===== config.mk =====
export PLATFORM = sky130hd
export DESIGN_NAME = seqplay_flat
export DESIGN_NICKNAME = d
export VERILOG_FILES = /design/src/rtl/simon_pkg.sv /design/src/rtl/seqplay_if.sv /design/src/rtl/seqplay_timer.sv /design/src/rtl/seqplay.sv /design/src/flat_wrapper.sv
export SDC_FILE = /design/constraint.sdc
export NUM_CORES = 1
export LEC_CHECK = 0
export ABC_CLOCK_PERIOD_IN_PS = 2600
export BUFFER_PORTS_ARGS = -buffer_cell sky130_fd_sc_hd__buf_4
export CORE_MARGIN = 2
export CORE_UTILIZATION = 35
export CTS_CLUSTER_DIAMETER = 30
export DETAILED_ROUTE_END_ITERATION = 8
export SYNTH_ARGS = -nofsm -noshare
export SYNTH_HDL_FRONTEND = slang
export SYNTH_SLANG_ARGS = --single-unit

===== constraint.sdc =====
create_clock -name clk -period 2.6 [get_ports clk]
set_input_delay 0.26 -clock clk [delete_from_list [all_inputs] [get_ports clk]]
set_output_delay 0.26 -clock clk [all_outputs]
set_load 0.1 [all_outputs]

===== src/rtl/simon_pkg.sv =====
// Shared types and limits for the Simon pattern-playback block.
package simon_pkg;

  typedef enum logic [1:0] {IDLE, SHOW, GAP} seqplay_state_t;

  localparam int MAXDIG = 8;

endpackage


===== src/rtl/seqplay_if.sv =====
// Controller-to-playback bundle: pattern request going in, display outputs coming out.
interface seqplay_if #(
  parameter int NDIG = simon_pkg::MAXDIG
);

  logic              start;
  logic [4*NDIG-1:0] pattern;
  logic [3:0]        len;
  logic [3:0]        digit;
  logic              show;
  logic              busy;
  logic              done;

  modport master (
    output start, pattern, len,
    input  digit, show, busy, done
  );

  modport slave (
    input  start, pattern, len,
    output digit, show, busy, done
  );

endinterface


===== src/rtl/seqplay_timer.sv =====
// Loadable down-counter that parks at zero; times the on and off display windows.
module seqplay_timer #(
  parameter int TW = 2
) (
  input  logic          clk,
  input  logic          rst,
  input  logic          load_i,
  input  logic [TW-1:0] loadVal_i,
  output logic          zero_o
);

  logic [TW-1:0] cnt_q;
  logic [TW-1:0] cnt_d;

  always_comb begin
    cnt_d = cnt_q;
    if (load_i) begin
      cnt_d = loadVal_i;
    end else if (cnt_q != '0) begin
      cnt_d = cnt_q - 1'b1;
    end
  end

  always_ff @(posedge clk or posedge rst) begin
    if (rst) begin
      cnt_q <= '0;
    end else begin
      cnt_q <= cnt_d;
    end
  end

  assign zero_o = (cnt_q == '0);

endmodule


===== src/rtl/seqplay.sv =====
// Simon playback: shows a captured pattern one digit at a time with timed on/off windows.
module seqplay
  import simon_pkg::*;
#(
  parameter int ON_TICKS  = 2,
  parameter int OFF_TICKS = 1,
  parameter int NDIG      = MAXDIG
) (
  input  logic     clk,
  input  logic     rst,
  seqplay_if.slave bus
);

  localparam int MAXT = (ON_TICKS > OFF_TICKS) ? ON_TICKS : OFF_TICKS;
  localparam int TW   = $clog2(MAXT) + 1;
  localparam int IW   = (NDIG > 1) ? $clog2(NDIG) : 1;

  localparam logic [TW-1:0] ON_LOAD  = TW'(ON_TICKS - 1);
  localparam logic [TW-1:0] OFF_LOAD = TW'(OFF_TICKS - 1);

  seqplay_state_t    state_q, state_d;
  logic [4*NDIG-1:0] pattern_q, pattern_d;
  logic [IW-1:0]     index_q, index_d;
  logic [3:0]        digit_q, digit_d;
  logic              show_q, show_d;
  logic              busy_q, busy_d;
  logic              done_q, done_d;

  logic              tmrLoad;
  logic [TW-1:0]     tmrLoadVal;
  logic              tmrZero;
  logic [4:0]        effLen;

  // Lengths beyond the pattern capacity play the whole pattern.
  assign effLen = ({1'b0, bus.len} > 5'(NDIG)) ? 5'(NDIG) : {1'b0, bus.len};

  seqplay_timer #(.TW(TW)) u_timer (
    .clk       (clk),
    .rst       (rst),
    .load_i    (tmrLoad),
    .loadVal_i (tmrLoadVal),
    .zero_o    (tmrZero)
  );

  always_comb begin
    state_d    = state_q;
    pattern_d  = pattern_q;
    index_d    = index_q;
    done_d     = 1'b0;
    tmrLoad    = 1'b0;
    tmrLoadVal = ON_LOAD;

    unique case (state_q)
      IDLE: begin
        if (bus.start) begin
          if (effLen != 5'd0) begin
            pattern_d = bus.pattern;
            index_d   = IW'(effLen - 5'd1);
            tmrLoad   = 1'b1;
            state_d   = SHOW;
          end else begin
            done_d = 1'b1;
          end
        end
      end
      SHOW: begin
        if (tmrZero) begin
          tmrLoad    = 1'b1;
          tmrLoadVal = OFF_LOAD;
          state_d    = GAP;
        end
      end
      GAP: begin
        if (tmrZero) begin
          if (index_q != '0) begin
            index_d = index_q - 1'b1;
            tmrLoad = 1'b1;
            state_d = SHOW;
          end else begin
            done_d  = 1'b1;
            state_d = IDLE;
          end
        end
      end
      default: state_d = IDLE;
    endcase
  end

  // Outputs are computed from the next state so the registered copies line up with it.
  always_comb begin
    show_d  = (state_d == SHOW);
    busy_d  = (state_d != IDLE);
    digit_d = show_d ? pattern_d[index_d*4 +: 4] : 4'd0;
  end

  always_ff @(posedge clk or posedge rst) begin
    if (rst) begin
      state_q   <= IDLE;
      pattern_q <= '0;
      index_q   <= '0;
      digit_q   <= 4'd0;
      show_q    <= 1'b0;
      busy_q    <= 1'b0;
      done_q    <= 1'b0;
    end else begin
      state_q   <= state_d;
      pattern_q <= pattern_d;
      index_q   <= index_d;
      digit_q   <= digit_d;
      show_q    <= show_d;
      busy_q    <= busy_d;
      done_q    <= done_d;
    end
  end

  assign bus.digit = digit_q;
  assign bus.show  = show_q;
  assign bus.busy  = busy_q;
  assign bus.done  = done_q;

endmodule


===== src/flat_wrapper.sv =====
// flat-port wrapper written by rule: the top's interface ports become plain ports
module seqplay_flat import simon_pkg::*;
#(
  parameter int ON_TICKS  = 2,
  parameter int OFF_TICKS = 1,
  parameter int NDIG      = MAXDIG
)
  (clk, rst, bus_start, bus_pattern, bus_len, bus_digit, bus_show, bus_busy, bus_done);
  seqplay_if #(.NDIG(NDIG)) bus_i ();
  input  logic clk;
  input  logic rst;
  input wire logic [$bits(bus_i.start)-1:0] bus_start;
  input wire logic [$bits(bus_i.pattern)-1:0] bus_pattern;
  input wire logic [$bits(bus_i.len)-1:0] bus_len;
  output wire logic [$bits(bus_i.digit)-1:0] bus_digit;
  output wire logic [$bits(bus_i.show)-1:0] bus_show;
  output wire logic [$bits(bus_i.busy)-1:0] bus_busy;
  output wire logic [$bits(bus_i.done)-1:0] bus_done;
  assign bus_i.start = bus_start;
  assign bus_i.pattern = bus_pattern;
  assign bus_i.len = bus_len;
  assign bus_digit = bus_i.digit;
  assign bus_show = bus_i.show;
  assign bus_busy = bus_i.busy;
  assign bus_done = bus_i.done;
  seqplay #(.ON_TICKS(ON_TICKS), .OFF_TICKS(OFF_TICKS), .NDIG(NDIG)) u_core (.clk(clk), .rst(rst), .bus(bus_i));
endmodule

==> results of run 1 <==
-- what timing repair did --
item                      CTS  global route
hold buffers                1             0
resized for setup           0             0
hold endpoints to repair   11             0
-- through the flow --
stage	power, uW	hold slack, ps
2_1_floorplan	2600	416
3_3_place_gp	3010	245
3_5_place_dp	3040	248
4_1_cts	3590	192
5_1_grt	3800	193
6_report	3550	200
-- registers in the layout, summed over array words and instances, names as in the netlist --
signal and flops:
u_core.state_q 2, u_core.pattern_q 32, u_core.u_timer.cnt_q 2, u_core.index_q 3
u_core.bus.show 1, u_core.bus.digit 4, u_core.bus.done 1, u_core.bus.busy 1
-- worst max path at each step --
stage                      startpoint             endpoint  slack, ps  depth (start not counted)
finish              u_core.state_q[1]  u_core.bus.digit[0]        190                          7
global route        u_core.state_q[1]  u_core.bus.digit[0]         30                          7
CTS                 u_core.state_q[1]  u_core.bus.digit[3]        180                          7
detailed placement         bus_len[3]  u_core.bus.digit[2]         -3                         10
global placement           bus_len[3]  u_core.bus.digit[0]         -7                         10
floorplan                  bus_len[3]  u_core.bus.digit[2]        250                         10
-- final cells by class --
type                    instances  share of cell area
inverters                      11              0.0144
well taps                      77              0.0336
flip-flops and latches         46               0.401
clock inverters                 2              0.0131
clock buffers                   6              0.0253
multi-input cells             116               0.346
repair buffers                 58               0.166
-- power breakdown --
| group | internal (uW) | switching (uW) | leakage, uW |
|---|---|---|---|
| Combinational | 818 | 1030 | 0.000710 |
| Clock | 287 | 238 | 0.0000514 |
| Sequential | 1050 | 122 | 0.000549 |
| Total | 2160 | 1390 | 0.00131 |
-- cells by family after synthesis --
logic type	count (synthesis)	share of synthesized area
DFF	46	0.506
buffers and inverters	21	0.0577
adders and majority gates	4	0.0220
AOI/OAI and AO/OA	21	0.0742
and+or+nand+nor	43	0.102
muxes	48	0.239
-- critical path: stages, from the launching register on --
cell	delay [ps]
dfrtp_1	510
nor3b_2	310
and2_1	290
buf_4	190
mux2_2	340
mux2i_1	190
nor3_1	70
o41a_1	410
-- metal layers --
layer	up-vias	wire length, um	part of all wire	track usage
met5	-	0	0	0
met4	0	64	0.013	0.0519
met3	7	184	0.038	0.0344
met2	31	2220	0.46	0.223
met1	783	2320	0.48	0.200
li1	763	-	-	-
-- cell usage after synthesis --
cell type  instances  area share
and3_1             2      0.0055
mux2i_1           16       0.070
nor4b_1            1      0.0038
nor2b_1            1      0.0028
buf_12             1      0.0088
a22o_1             1      0.0038
nor3_1            17       0.037
buf_6              4       0.020
clkbuf_1           2      0.0033
o31ai_1            2      0.0066
a31oi_1            1      0.0028
inv_1              9       0.015
mux2_4             6       0.040
buf_2              2      0.0044
or3_1              1      0.0028
inv_2              2      0.0033
o41a_1             4       0.020
buf_4              1      0.0033
and2_1             2      0.0055
a221o_1            1      0.0044
mux2_1             5       0.025
o21ai_0            1      0.0022
or2_2              1      0.0028
o32ai_1            1      0.0038
o31a_1             1      0.0038
or3b_4             1      0.0049
o311a_1            1      0.0044
ha_1               4       0.022
a21oi_1            4      0.0088
nand2_1            6      0.0099
mux2_2            21        0.10
dfrtp_1           46        0.51
nor4_1             1      0.0028
nor2_1             6      0.0099
o21ai_1            1      0.0022
nor3b_2            1      0.0055
a32oi_1            1      0.0038
a221oi_1           1      0.0038
a211o_1            1      0.0038
nand2b_1           3      0.0082
==> metrics.cfg, run 1 <==
[status]
status=finished clean

[synth]
syn-num-nets=226
synth_cell_type_count=40
synth_cells=183
yosys_warnings=0
mappedNetlistArea_sq_um=2280
ys_ff_latch=46
avgSynthCellArea_sq_um=12.4
ys_seq_area_frac=0.506

[sta]
slew_viol_final=0
fin_ws_ps=187
maxSlewHeadroom=0.405
period_minus_slack_ps=2410
grt_setup_unrepaired=false
finalCritPeriodShare=0.928
max_clock_freq_ghz=0.415
totalNegativeSetupSlack_ps=0
tightest_slew_ps=884
finalHoldViolCount=0
setup_viol_count_final=0
clock_skew_ps=9.19

[route]
drc=0
drtIter0Drc=57
antenna_left=0
routed_wirelength_um=4790
vias_per_cell=5.01
routedWlPerCell_um=15.2
num_vias=1584
drtPass1Iterations=4

[hold_path]
hold_path_class=in -> reg
hold_end=u_core.pattern_q[15]
hp-start=bus_pattern[15]
whs_path_depth=2

[floorplan]
core_sq_um=6310
fp-row-count=29
dieArea_sq_um=7160
die-height_um=84.6
initial_utilization=0.360
ios=46
die_w_um=84.6

[worst_setup_path]
reg2reg_slack_ps=190
worstSetupPathType=reg -> reg
cp-start-kind=flop
required_ps=2780
reg2reg_from=u_core.state_q[1]
r2r.worst_path.cells=7
crit_fanout=11
r2r-end=u_core.bus.digit[0]
arrival_ps=2600
crit_path_end_kind=flop

[cells_and_area]
final_common_cell=buf_4
fin_util=0.454
design_area_sq_um=2870
fin_nets=281
nFillCells=613
multi_input_area_sq_um=993
layout-drive-gt1-share=0.402
areaGrowthSynthToFinish_pct=26.0
stdcell_count=316
most-common-layout-cells=buf_4, dfrtp_1, mux2_2
seqCellArea_sq_um=1150
antennaDiodeCount=0

[pwr]
power.leakage_uw=0.00131
powerDensity_nw_per_um2=1240
peakVddDrop_mv=0.431

[clocking]
clock-sinks=46
cts-htree-levels=2
worstSkewPairLatency_ps=300
max-clock-path-buffers=2
clkSlewWorstSetupHoldPaths_ps=90
clockRootBuffer=clkbuf_8
cts_setup_buffers=0
cts_tree=done
cts_buffers=5

[flow_run]
drv_cap=0

[global_routing]
grt_max_degree=20
grt_usage=0.145
gr-total-overflow=0
antenna_found_initial=0
grt_pass1_vias=1690
grt_pass1_wl_um=8160

[placement]
gp_congestion=0.819
dp_worst_setup_slack_ps=-3.22
dp_cells=307
place_hpwl_um=3550
io_buffer_count=45
placedInstanceArea_sq_um=2750

Power figures use the tool's default switching activity.
==> run 2: changes to the inputs <==
- RECOVER_POWER: default -> 25
==> run 2 against run 1 <==
Global-route usage did not move. Power is essentially flat. Non-clock buffer count is the same. Highest routed layer unchanged. Final cell count unchanged. Design area is 0.13% lower. Critical path depth unchanged. First-iteration DRC count up 3.5%. Largest power group unchanged. Via count grew 0.32%. Register-to-register slack barely moved.
==> metrics.cfg, run 2 (synthesized netlist as in run 1, its figures left out) <==
[status]
status=finished clean

[clocking]
max-clock-path-buffers=2  ; unchanged
cts_tree=done
worstSkewPairLatency_ps=300  ; about the same
cts-htree-levels=2  ; unchanged
clock-sinks=46  ; unchanged
cts_resized=0  ; unchanged
clockRootBuffer=clkbuf_8
cts_buffers=5  ; unchanged
clkSlewWorstSetupHoldPaths_ps=90  ; about the same

[route]
num_vias=1589  ; +0.32%
drtPass1Iterations=4  ; unchanged
routedWlPerCell_um=15.2  ; +0.19%
routed_wirelength_um=4800  ; +0.19%
drtIter0Drc=59  ; +3.5%
drc=0  ; unchanged
vias_per_cell=5.03  ; +0.32%
antenna_left=0  ; unchanged

[worst_setup_path]
worstSetupPathType=reg -> reg
arrival_ps=2590  ; about the same
crit_path_end_kind=flop
path_cells=nor3b_2 > and2_1 > buf_4 > mux2_2 > mux2i_1 > nor3_1 > o41a_1
cp-start-kind=flop
critPathMaxStageDelay_ps=500  ; about the same
reg2reg_slack_ps=190  ; about the same
crit_fanout=11  ; unchanged
crit_path_top_delay_cell=dfrtp_1
required_ps=2780  ; about the same

[global_routing]
busiest_layer=met2
gr-total-overflow=0  ; unchanged
use_met3=0.0344  ; unchanged
grtUsageMet1=0.200  ; unchanged
grt_usage=0.145  ; unchanged
antenna_found_initial=0  ; unchanged
grt_pass1_wl_um=8160  ; unchanged
met2_usage=0.223  ; unchanged
grt_pass1_vias=1690  ; unchanged
grt_max_degree=20  ; unchanged

[pwr]
fin_total_pwr_uw=3550  ; about the same
powerDensity_nw_per_um2=1240  ; +0.22%
peakVddDrop_mv=0.431  ; +0.21%
power.leakage_uw=0.00131  ; -0.29%

[sta]
finalCritPeriodShare=0.927  ; about the same
max_clock_freq_ghz=0.415  ; about the same
clock_skew_ps=7.02  ; -2.17 ps
totalNegativeSetupSlack_ps=0  ; unchanged
finalHoldViolCount=0  ; unchanged
tightest_slew_ps=882  ; -2.69 ps
maxSlewHeadroom=0.407  ; +0.00181
slew_viol_final=0  ; unchanged
holdWs_ps=201  ; +1.31 ps
grt_setup_unrepaired=false
period_minus_slack_ps=2410  ; -1.48 ps
setup_viol_count_final=0  ; unchanged

[cells_and_area]
largest_reg_flops=32  ; unchanged
fin_nets=281  ; unchanged
nFillCells=615  ; +0.33%
final_common_cell=buf_4
most-common-layout-cells=buf_4, dfrtp_1, mux2_2
antennaDiodeCount=0  ; unchanged
stdcell_count=316  ; unchanged
layout-drive-gt1-share=0.397  ; -0.00418
fin_util=0.454  ; -0.000594
largest_register=u_core.pattern_q
areaGrowthSynthToFinish_pct=25.8

[placement]
dp_cells=307  ; unchanged
place_hpwl_um=3550  ; unchanged
gp_congestion=0.819  ; unchanged
io_buffer_count=45  ; unchanged

[floorplan]
die_w_um=84.6  ; unchanged
core_sq_um=6310  ; unchanged
ios=46  ; unchanged
fp-row-count=29  ; unchanged
dieArea_sq_um=7160  ; unchanged
die-height_um=84.6  ; unchanged
initial_utilization=0.360  ; unchanged

[hold_path]
hold_path_class=in -> reg

[flow_run]
drv_cap=0  ; unchanged

run 2: cell types whose count changed in the layout (fill, tap and decap cells not counted):
cell / delta
clkbuf_4: +1
clkbuf_1: +1
buf_4: -2
run 2: final timing paths:
path | end | from | depth (start not counted)
max | u_core.bus.digit[0] | u_core.state_q[1] | 7
min | u_core.pattern_q[15] | bus_pattern[15] | 2
max reg2reg | u_core.bus.digit[0] | u_core.state_q[1] | 7
min reg2reg | u_core.pattern_q[24] | u_core.pattern_q[24] | 1
max in group asynchronous | u_core.state_q[1] | rst | 4
min in group asynchronous | u_core.pattern_q[15] | rst | 3
run 2: per-stage QoR:
step           worst slack (ps)  cell area, sq um
2_1_floorplan               252              2280
3_3_place_gp              -7.20              2750
3_5_place_dp              -3.22              2750
4_1_cts                     182              2870
5_1_grt                    31.1              2860
6_report                    189              2860
run 2: final cells by class:
class                           count  area [sq um]  area share
Timing Repair Buffer               58           472       0.165
Sequential cell                    46          1150       0.402
Inverter                           11          41.3      0.0144
Multi-Input combinational cell    116           993       0.347
Tap cell                           77          96.3      0.0336
Clock inverter                      2          37.5      0.0131
Clock buffer                        6          72.6      0.0253
run 2: repair_timing:
item	4_1_cts	5_1_grt
buffers inserted	0	0
endpoints found under the hold margin	11	0
hold buffers	1	0
endpoints found under the setup margin	0	0
run 2: critical path, delay by kind of cell, from the launching register on:
family	cells	cell delay, ps
and+or+nand+nor	3	670
muxes	2	530
buffers and inverters	1	190
DFF	1	500
AOI/OAI and AO/OA	1	410
run 2: per-layer routing:
metal  up-vias  wire (um)
met5         -          0
met4         0         76
met3         8        187
met2        33       2190
met1       780       2340
li1        768          -
run 2: power by group:
part	internal (uW)	leakage [uW]	switching [uW]
Combinational	818	0.000707	1030
Sequential	1050	0.000549	121
Clock	287	0.0000514	238
==> run 3: changes to the inputs <==
--- a/config.mk
+++ b/config.mk
@@ -13,4 +13,5 @@
 export DETAILED_ROUTE_END_ITERATION = 8
 export RECOVER_POWER = 25
+export SKIP_CTS_REPAIR_TIMING = 1
 export SYNTH_ARGS = -nofsm -noshare
 export SYNTH_HDL_FRONTEND = slang
==> constraint.sdc (replaced) <==
create_clock -name clk -period 2.6 [get_ports clk]
set_input_delay 0.78 -clock clk [delete_from_list [all_inputs] [get_ports clk]]
set_output_delay 0.78 -clock clk [all_outputs]
set_load 0.1 [all_outputs]
==> run 3 against run 2 <==
The run now ends with negative setup slack left. Sequential cell count is the same. Via count shrank 0.69%. Clock power down 21%. Critical path depth rose by 3. Routed wire length decreased by 0.44%. Sequential share of layout area decreased by 1.3 points.
==> metrics.cfg, run 3 (synthesized netlist as in run 1, its figures left out) <==
[clocking]
clkSlewWorstSetupHoldPaths_ps=80  ; about the same
clock-sinks=46  ; unchanged
cts_tree=done
worstSkewPairLatency_ps=290  ; about the same
cts-htree-levels=2  ; unchanged
cts_buffers=5  ; unchanged
clockRootBuffer=clkbuf_8
max-clock-path-buffers=2  ; unchanged

[worst_setup_path]
crit_path_end_kind=flop
crit_fanout=6  ; -5
cp-start-kind=input pin
arrival_ps=2820  ; +230 ps
worstSetupPathType=in -> reg
required_ps=2770  ; about the same

[cells_and_area]
nFillCells=625  ; +1.6%
largest_reg_flops=32  ; unchanged
design_area_sq_um=2960  ; +3.3%
seqCellArea_sq_um=1150  ; unchanged
multi_input_area_sq_um=1060  ; +6.4%
layout-drive-gt1-share=0.456  ; +0.0582
fin_util=0.468  ; +0.0149
most-common-layout-cells=buf_4, dfrtp_1, mux2_2
largest_register=u_core.pattern_q
stdcell_count=325  ; +2.8%
antennaDiodeCount=0  ; unchanged
areaGrowthSynthToFinish_pct=30.0
final_common_cell=buf_4
fin_nets=291  ; +3.6%

[route]
routed_wirelength_um=4780  ; -0.44%
drtIter0Drc=86  ; +46%
routedWlPerCell_um=14.7  ; -3.2%
drc=0  ; unchanged
antenna_left=0  ; unchanged
num_vias=1578  ; -0.69%
vias_per_cell=4.86  ; -3.4%
drtPass1Iterations=4  ; unchanged

[floorplan]
core_sq_um=6310  ; unchanged
die-height_um=84.6  ; unchanged
dieArea_sq_um=7160  ; unchanged
ios=46  ; unchanged
initial_utilization=0.360  ; unchanged
fp-row-count=29  ; unchanged
die_w_um=84.6  ; unchanged

[sta]
max_clock_freq_ghz=0.377  ; -9.1%
totalNegativeSetupSlack_ps=-195  ; -195 ps
tightest_slew_ps=1270  ; +391 ps
fin_ws_ps=-52.3  ; -241 ps
grt_setup_unrepaired=true
slew_viol_final=0  ; unchanged
clock_skew_ps=3.35  ; -3.67 ps
finalCritPeriodShare=1.02  ; +0.0928
finalHoldViolCount=0  ; unchanged
setup_viol_count_final=4  ; +4
maxSlewHeadroom=0.151  ; -0.256
period_minus_slack_ps=2650  ; +241 ps

[flow_run]
drv_cap=0  ; unchanged

[pwr]
p_int_uw=2130  ; -1.4%
clkPwrFrac=0.117  ; -0.031
combPwrFrac=0.549  ; +0.028
p_switching_uw=1410  ; +1.1%
peakVddDrop_mv=0.541  ; +25%
p_seq_frac=0.334  ; +0.003
swShare=0.398  ; +0.00594
powerDensity_nw_per_um2=1190  ; -3.6%
power.leakage_uw=0.00136  ; +4.3%

[placement]
place_hpwl_um=3440  ; -3.2%
dp_worst_setup_slack_ps=-430  ; -427 ps
placedInstanceArea_sq_um=2820  ; +2.7%
gp_congestion=0.803  ; -2.0%
io_buffer_count=45  ; unchanged
dp_cells=315  ; +2.6%

[status]
violations=negative setup slack
status=finished with violations

[global_routing]
grt_pass1_wl_um=7840  ; -4.0%
grt_usage=0.138  ; -0.00722
grt_max_degree=29  ; +45%
grt_pass1_vias=1653  ; -2.2%
gr-total-overflow=0  ; unchanged
antenna_found_initial=0  ; unchanged

[hold_path]
hold_path_class=reg -> reg

-- run 3: changes by cell type in the layout (fill, tap and decap cells not counted), sizes merged --
| cell | change |
|---|---|
| dlymetal6s4s | +1 |
| buf | +10 |
| clkbuf | -1 |
| bufinv | -1 |
| dlygate4sd3 | -1 |
| and2 | +1 |
-- run 3: power by group through the flow --
stage / clock network (uW) / logic [uW] / registers [uW]
CTS: 432 / 1850 / 1180
floorplan: 0 / 1230 / 1400
finish: 415 / 1940 / 1180
global route: 461 / 2100 / 1220
detailed placement: 0 / 1850 / 1190
global placement: 0 / 1840 / 1190
-- run 3: final timing paths --
| kind | startpoint | end | slack [ps] | cells past startpoint |
|---|---|---|---|---|
| setup / recovery | bus_len[3] | u_core.bus.digit[0] | -50 | 10 |
| hold / removal | u_core.pattern_q[24] | u_core.pattern_q[24] | 490 | 1 |
| setup reg to reg | u_core.u_timer.cnt_q[0] | u_core.bus.digit[0] | 180 | 9 |
| hold reg to reg | u_core.pattern_q[24] | u_core.pattern_q[24] | 490 | 1 |
| max in group asynchronous | rst | u_core.u_timer.cnt_q[0] | 430 | 3 |
| min in group asynchronous | rst | u_core.pattern_q[5] | 520 | 2 |
-- run 3: layer usage --
layer / track usage / part of all wire
met5: 0 / 0
met4: 0.0346 / 0.0084
met3: 0.0403 / 0.040
met2: 0.210 / 0.45
met1: 0.193 / 0.50
-- run 3: final cells by class --
class | instances | area share
sequential | 46 | 0.389
multi-input combinational | 117 | 0.357
timing repair buffer | 67 | 0.180
tap | 77 | 0.0326
clock buffer | 6 | 0.0245
inverter | 11 | 0.0140
clock inverter | 1 | 0.00254
-- run 3: per-stage QoR --
step / total power (uW) / hold WS [ps]
final: 3530 / 490
after global routing: 3780 / 504
after CTS: 3470 / 495
after detailed placement: 3040 / 473
after global placement: 3030 / 467
after floorplan: 2620 / 454
-- run 3: critical path, cell delays in order --
cell and delay (ps):
buf_6 70, nand2b_4 120, ha_4 130, or3b_4 410, a32oi_2 190, a221o_1 230
buf_6 160, mux2i_2 250, nor3_1 70, o41a_1 410
